## config.mk

```make
export PLATFORM = sky130hd
export DESIGN_NAME = parity_fifo
export DESIGN_NICKNAME = d
export VERILOG_FILES = /design/src/rtl/parity_fifo.sv
export SDC_FILE = /design/constraint.sdc
export NUM_CORES = 1
export LEC_CHECK = 0
export BUFFER_PORTS_ARGS = -buffer_cell sky130_fd_sc_hd__buf_2
export CAP_MARGIN = 10
export CORE_AREA = 2 2 106 108
export DETAILED_ROUTE_END_ITERATION = 12
export DIE_AREA = 0 0 108 110
export HOLD_SLACK_MARGIN = 0.08
export PLACE_DENSITY = 0.72
export SLEW_MARGIN = 40
export SYNTH_ARGS = -nofsm -noshare
export SYNTH_HDL_FRONTEND = slang
export SYNTH_SLANG_ARGS = --single-unit
```

## constraint.sdc

```tcl
create_clock -name clk -period 1.9 [get_ports clk]
set_input_delay 0.095 -clock clk [delete_from_list [all_inputs] [get_ports clk]]
set_output_delay 0.095 -clock clk [all_outputs]
set_load 0.05 [all_outputs]
```

## src/rtl/parity_fifo.sv

```systemverilog
// Single-clock show-ahead FIFO whose head word is parity-checked before it is offered downstream.
// Build with PARITY_CHECK_EN defined to drop corrupt head words; otherwise every stored word is delivered.

module parity_fifo_ram #(
  parameter int WIDTH = 33,
  parameter int DEPTH = 4,
  parameter int AW    = 2
) (
  input  logic             clk,
  input  logic             we,
  input  logic [AW-1:0]    waddr,
  input  logic [WIDTH-1:0] wdata,
  input  logic [AW-1:0]    raddr,
  output logic [WIDTH-1:0] rdata
);

  logic [WIDTH-1:0] memory [DEPTH];

  always_ff @(posedge clk) begin
    if (we) begin
      memory[waddr] <= wdata;
    end
  end

  // Combinational read so the head word is visible the cycle after it lands.
  assign rdata = memory[raddr];

endmodule

module parity_fifo_core #(
  parameter int WIDTH = 33,
  parameter int DEPTH = 4
) (
  input  logic             clk,
  input  logic             rst_n,
  input  logic [WIDTH-1:0] push_data_i,
  input  logic             push_valid_i,
  output logic             push_grant_o,
  input  logic             pop_grant_i,
  output logic [WIDTH-1:0] pop_data_o,
  output logic             not_empty_o
);

  localparam int AW = (DEPTH > 1) ? $clog2(DEPTH) : 1;
  localparam int CW = $clog2(DEPTH + 1);

  logic [AW-1:0] count_write;
  logic [AW-1:0] count_read;
  logic [CW-1:0] count_fifo;
  logic          wr_en;
  logic          rd_en;

  function automatic logic [AW-1:0] next_ptr(input logic [AW-1:0] ptr);
    return (ptr == AW'(DEPTH - 1)) ? '0 : ptr + 1'b1;
  endfunction

  assign push_grant_o = (count_fifo != CW'(DEPTH));
  assign not_empty_o  = (count_fifo != '0);
  assign wr_en        = push_valid_i && push_grant_o;
  assign rd_en        = pop_grant_i && not_empty_o;

  always_ff @(posedge clk or negedge rst_n) begin
    if (!rst_n) begin
      count_write <= '0;
      count_read  <= '0;
      count_fifo  <= '0;
    end else begin
      if (wr_en) begin
        count_write <= next_ptr(count_write);
      end
      if (rd_en) begin
        count_read <= next_ptr(count_read);
      end
      if (wr_en && !rd_en) begin
        count_fifo <= count_fifo + 1'b1;
      end else if (!wr_en && rd_en) begin
        count_fifo <= count_fifo - 1'b1;
      end
    end
  end

  parity_fifo_ram #(
    .WIDTH (WIDTH),
    .DEPTH (DEPTH),
    .AW    (AW)
  ) my_ram (
    .clk   (clk),
    .we    (wr_en),
    .waddr (count_write),
    .wdata (push_data_i),
    .raddr (count_read),
    .rdata (pop_data_o)
  );

endmodule

module parity_fifo #(
  parameter int DATA_WIDTH = 32,
  parameter int FIFO_DEPTH = 4,
  parameter int EVEN_ODD   = 0,
  parameter int PARITY_BIT = 0
) (
  input  logic                clk,
  input  logic                rst_n,
  input  logic [DATA_WIDTH:0] push_data_i,
  input  logic                push_valid_i,
  output logic                push_grant_o,
  input  logic                pop_grant_i,
  output logic [DATA_WIDTH:0] pop_data_o,
  output logic                pop_valid_o
);

  logic not_empty;
  logic head_ok;
  logic core_pop;

  // Reject configurations the parity logic cannot represent.
  if (FIFO_DEPTH < 1 || (EVEN_ODD != 0 && EVEN_ODD != 1) ||
      (PARITY_BIT != 0 && PARITY_BIT != 1)) begin : g_bad_cfg
    $error("parity_fifo: unsupported parameter combination");
  end

`ifdef PARITY_CHECK_EN
  // Parity covers the whole stored word, so the parity bit position does not change the check.
  localparam logic PARITY_TARGET = (EVEN_ODD != 0);
  assign head_ok = ((^pop_data_o) == PARITY_TARGET);
`else
  assign head_ok = 1'b1;
`endif

  assign pop_valid_o = not_empty && head_ok;
  // A corrupt head is discarded on its own, without waiting for the consumer.
  assign core_pop    = (pop_valid_o && pop_grant_i) || (not_empty && !head_ok);

  parity_fifo_core #(
    .WIDTH (DATA_WIDTH + 1),
    .DEPTH (FIFO_DEPTH)
  ) fifo_i (
    .clk          (clk),
    .rst_n        (rst_n),
    .push_data_i  (push_data_i),
    .push_valid_i (push_valid_i),
    .push_grant_o (push_grant_o),
    .pop_grant_i  (core_pop),
    .pop_data_o   (pop_data_o),
    .not_empty_o  (not_empty)
  );

endmodule

```

# After elaboration in Yosys (flattened, before gate mapping)

Memory sizes are Yosys's and may differ from the RTL's.
Cells that the tools add are included.

Mux-type cells: 6
Shifts and indexed selects: 0
Order comparisons: 0
$mul: 0
Eq/ne operators: 3
Add/sub/neg operators: 4
Div/mod/pow operators: 0
Reductions and logical operators: 9
Bitwise operators: 0

Operator list:

| operator              | count |
|---|---|
| $mux W3               | 2 |
| $logic_and A1 B1 Y1   | 5 |
| $add A2 B1 Y2 const B | 2 |
| $eq A2 B2 Y1 const B  | 2 |
| $mux W2               | 2 |
| $add A3 B1 Y3 const B | 1 |
| $ne A3 B3 Y1 const B  | 1 |
| $reduce_bool A3 Y1    | 1 |
| $sub A3 B1 Y3 const B | 1 |
| $logic_not A1 Y1      | 2 |
| $mux W1               | 2 |
| $reduce_bool A2 Y1    | 1 |

Logic and storage cells: 26
Memories: 1
Register bits after elaboration: 7
RAM bits: 132
Bits in read-only memories: 0
Input bits: 37
Latch bits: 0
Output and inout port bits: 35

Memory list:

| name                 | words | width | read ports | clocked after Yosys merged registers in | wr ports | RTL line | source |
|---|---|---|---|---|---|---|---|
| fifo_i.my_ram.memory | 4     | 33    | 1          | 0                                       | 1        | 17       | `logic [WIDTH-1:0] memory [DEPTH];` |

# Depth between registers and ports, before layout

Word-level depth: 6
Gate-level depth with buffers: 8
Mapped depth without buffers: 8

# Cells and area by module

Synthesis repeated with hierarchy kept, for this count alone.

Cells, all modules: 206
Area, all modules: 5220.0 sq um

By module, submodules not included:

| module           | area an instance (sq um) | instances | cells each | seq. area each (sq um) |
|---|---|---|---|---|
| parity_fifo_ram  | 4839.6                   | 1         | 177        | 3963.8 |
| parity_fifo_core | 374.1                    | 1         | 28         | 175.2 |
| parity_fifo      | 6.3                      | 1         | 1          | 0.0 |

# Least setup slack after synthesis

No wires, ideal clock.

Kind: register to register
Start point: reg fifo_i.count_fifo[0]
End point: reg fifo_i.count_fifo[2]
Path slack: -0.193 ns
Stages on the path, launching flop included: 9
Setup time: 0.079 ns
Required time: 1.821 ns
Buffers on the path: 0
Arrival: 2.014 ns
Period minus slack after synthesis: 2.093 ns
Cell sequence: dfrtp_1 -> or3_4 -> nand2_2 -> ha_1 -> inv_1 -> fa_1 -> xor2_1 -> nor2_1 -> xor2_1

Word-level cells in the longest chain between the ends: 6
Elaborated cells between the ends (all ways): 14
Classes of those cells: add/sub (2); eq/ne (1); mux (2); reduce/logical (9)

Ends and longest elaborated chain:

| what                                                 | RTL line | source |
|---|---|---|
| start: declaration                                   | 49       | `logic [CW-1:0] count_fifo;` |
| start signal: assignment                             | 75       | `count_fifo <= count_fifo + 1'b1;` |
| start signal: assignment                             | 77       | `count_fifo <= count_fifo - 1'b1;` |
| $reduce_bool A3 Y1 (*)                               | 58       | `assign not_empty_o = (count_fifo != '0);` |
| net pop_valid_o                                      | 110      | `output logic pop_valid_o` |
| $logic_and A1 B1 Y1                                  | 133      | `assign core_pop = (pop_valid_o && pop_grant_i) \|\| (not_empty && !head_ok);` |
| $logic_and A1 B1 Y1 (*)                              | 60       | `assign rd_en = pop_grant_i && not_empty_o;` |
| $logic_not A1 Y1                                     | 74       | `if (wr_en && !rd_en) begin` |
| $logic_and A1 B1 Y1                                  | 74       |  |
| $mux W3 / $reduce_bool A2 Y1 (equally long branches) | -        |  |

Mark *: on every way through the listed nets, which the timed path passes. The rest lies on a longest branch. The select of a mux whose other input is x is not followed.
A chain may end at the register's enable or synchronous reset.

# Worst setup path after layout

Start point: reg fifo_i.count_read[0]
End point: out pop_data_o[20]

Word-level cells in the longest chain between the ends: 1

Ends and longest elaborated chain:

| what                     | RTL line | source |
|---|---|---|
| start: declaration       | 48       | `logic [AW-1:0] count_read;` |
| start signal: assignment | 72       | `count_read <= next_ptr(count_read);` |
| $mem_v2 Z4 W33           | -        |  |
| end: declaration         | 109      | `output logic [DATA_WIDTH:0] pop_data_o,` |

Every way passes these cells.

==> results.md <==
* Commonest non-fill, non-tap cell in the layout: edfxtp_1
* Placed cell count at ~430
* Nets at between 300 and 400
* Crit. Startpoint: fifo_i.count_read[0]$_DFFE_PN0P_
* Skew final at between 0.009 and 0.01 ns
* Min-Delay Path Class: in -> reg
* Static leakage at roughly 2.6 nW
* Rows at 38
* Worst path cell trace: buf_4, clkbuf_16, mux4_2, buf_6
* Vias per cell at 5.12
* Share of cells above drive strength 1 at between 40% and 50%
* Final Hold Viols at 0
* Largest net degree at the start of global routing at 19
* FF-to-FF path depth at 8
* Vias in the first global route at 2754
* R2R Path End: fifo_i.count_fifo[2]$_DFFE_PN0P_
* Io pins at slightly above 70
* Root buffer cell: clkbuf_8
* Library cells used by synthesis at 19
* Final min period at a little under 2 ns
* Tcrit/Tclk final at 104%
* Ant. Diodes at 0
* Largest stage delay, worst path at 0.51 ns
* Clock slew at reported path FFs at about 0.060 ns
* Commonest cells after routing, fill and taps aside: edfxtp_1 (132), buf_2 (38), dlygate4sd3_1 (36)
* Switching power share of the total at 34.7%
* WL per Instance at around 19 um
* CP max-delay cell: mux4_2
* Slew headroom at ~77%
* RSZ-0062 raised after global routing: true
* Die width at 108 um
* Pre-CTS WS at -0.0454 ns
* Sw Pwr at ~4.6 mW
* Synthesis-to-finish area growth at 37.7%
* Pwr dens at about 1800 nW/um2
* GRT Util Overall at 16.8%
* Post-synth top area cell: edfxtp_1
* Outcome: finished, violations left
* Max Freq at between 0.5 and 0.6 GHz
* Antenna violations before repair at 0
* Maxcap violations at 0
* R2R Path Start: fifo_i.count_fifo[0]$_DFFE_PN0P_
* Starting Density at 49.1%
* Core Area at approximately 11000 um2
* Worst ir drop on vdd at between 0.001 and 0.0015 V
* Fin cells at 505
* Number of port buffers at just over 70
* Sequential share of the synthesized area at a little under 80%
* WS Path Type: reg -> out
* Largest cells by area after synthesis: edfxtp_1 (75%), mux4_2 (12%), dfrtp_1 (3.3%), mux4_1 (2.5%), ha_1 (1.4%)
* Post-DP Area at 5970 um2
* Final worst setup slack at -0.0757 ns
* GR Overflow Total at 0
* Die Span Y at around 110 um
* Critical Path RT at ~1.8 ns
* # setup viols final at 33
* Average cell area after synthesis at 25.0 um2
* Combinational share of power at approximately 43%
* Clk buf depth at 2
* Hold_ws at roughly 0.16 ns
* Failing checks: negative setup slack
* Synth Net Count at about 250
* Yosys warning count at 0
* Flops & latches, synth at 139
* Internal at roughly 8.7 mW
* Final wirelength at 9.36 mm
* Routed vias at 2586
* Reg area at 4140 um2
* Worst-Margin Slew at ~0.35 ns
* Clock Power Share at between 20% and 30%
* Final Util at around two thirds
* First-pass GRT wire length at around 14 mm
* CP Data Arrival Time at about 1.9 ns
* Reg2reg setup slack at 0.04 ns
* Die area at between 10000 and 15000 um2
* DRT Pass-1 Iters at 7
* ANT nets after route at 0
* Largest fanout on the critical path at 7
* Clk_lat worst skew at between 0.5 and 0.6 ns
* Dpl hpwl at about 5.6 mm
* Multi-input gate area at 1020 um2
* PnR Total Power at 13.3 mW
* Final instance area at around 7200 um2
* H-Tree Depth at 4
* Worst Setup End Kind: output port
* Startpoint Class: flop
* Syn Inst Count at 210
* TritonCTS buffer count at 17
* Seq pwr share at around a third
* Syn Std Cell Area at roughly 5300 um2
* # fillers at roughly 700
* Slew Limit Fails at 0
* Routability cong. at ~0.68
* CTS tree: done
* Area fraction of the dominant cell type after synthesis at between 70% and 80%
* Clock sinks at 139
* Final setup TNS at -1.70 ns
* Final routed DRC violation total at 0
* Initial DRC Count at about 180
* CP endpoint: pop_data_o[20]
==> per-layer routing <==
layer	share of wire (%)	track usage (%)	routed length, um
met1	43	21.0	4030
met2	52	28.2	4900
met3	3.7	4.82	350
met4	0.77	6.04	72
met5	0	0	0
==> layout make-up <==
cell class / count / area share, %
Sequential cell: 139 / 57.2
Timing Repair Buffer: 131 / 17.8
Multi-Input combinational cell: 60 / 14.1
Clock buffer: 19 / 5.83
Tap cell: 140 / 2.42
Clock inverter: 13 / 2.40
Inverter: 3 / 0.156
==> worst min-delay path by stage <==
stage / startpoint / to / depth (start not counted)
after global placement: rst_n / fifo_i.count_fifo[0]$_DFFE_PN0P_ / 1
after detailed placement: rst_n / fifo_i.count_fifo[1]$_DFFE_PN0P_ / 1
after floorplan: rst_n / fifo_i.count_fifo[0]$_DFFE_PN0P_ / 0
final: push_valid_i / fifo_i.count_fifo[0]$_DFFE_PN0P_ / 4
after CTS: push_valid_i / fifo_i.count_fifo[0]$_DFFE_PN0P_ / 4
after global routing: push_valid_i / fifo_i.count_fifo[0]$_DFFE_PN0P_ / 4
==> power groups by stage <==
stage / Clock [mW] / Sequential (mW) / Combinational (mW)
after global routing: 3.48 / 4.31 / 6.02
final: 3.27 / 4.25 / 5.73
after detailed placement: 0 / 4.32 / 4.71
after CTS: 3.33 / 4.27 / 5.19
after floorplan: 0 / 4.25 / 3.60
after global placement: 0 / 4.27 / 4.67
==> cells by family after synthesis <==
family	Yosys count	synth area share (%)
and+or+nand+nor	11	1.17
xor gates and xnor gates	3	0.500
muxes	38	15.6
adders and majority gates	7	1.81
buffers and inverters	11	1.95
AOI/OAI and AO/OA	1	0.214
DFF	139	78.8
==> cell usage after synthesis <==
master,number
edfxtp_1,132
mux4_2,28
dfrtp_1,7
ha_1,6
mux2_2,5
mux4_1,5
and2_1,4
buf_2,4
nor2_1,4
buf_12,3
inv_1,3
xor2_1,2
a21boi_2,1
buf_6,1
fa_1,1
nand2_1,1
nand2_2,1
or3_4,1
xnor2_1,1
==> critical path, delay by kind of cell, from the launching register on <==
| family | cells | cell delay, ns |
|---|---|---|
| flip-flops | 1 | 0.39 |
| buffers and inverters | 3 | 0.47 |
| multiplexers | 1 | 0.51 |
==> repair_timing <==
item	CTS	global route
hold buffers	36	0
gates resized for setup	44	47
endpoints found under the hold margin	143	0
buffers inserted	0	3
cloned	0	2
endpoints found under the setup margin	34	35
pin swaps	3	0
==> state kept, by name (all words and copies together) (netlist names) <==
name / count
fifo_i.my_ram.memory: 132
fifo_i.count_fifo: 3
fifo_i.count_read: 2
fifo_i.count_write: 2
Note: power is estimated with default switching activity, not from simulation.
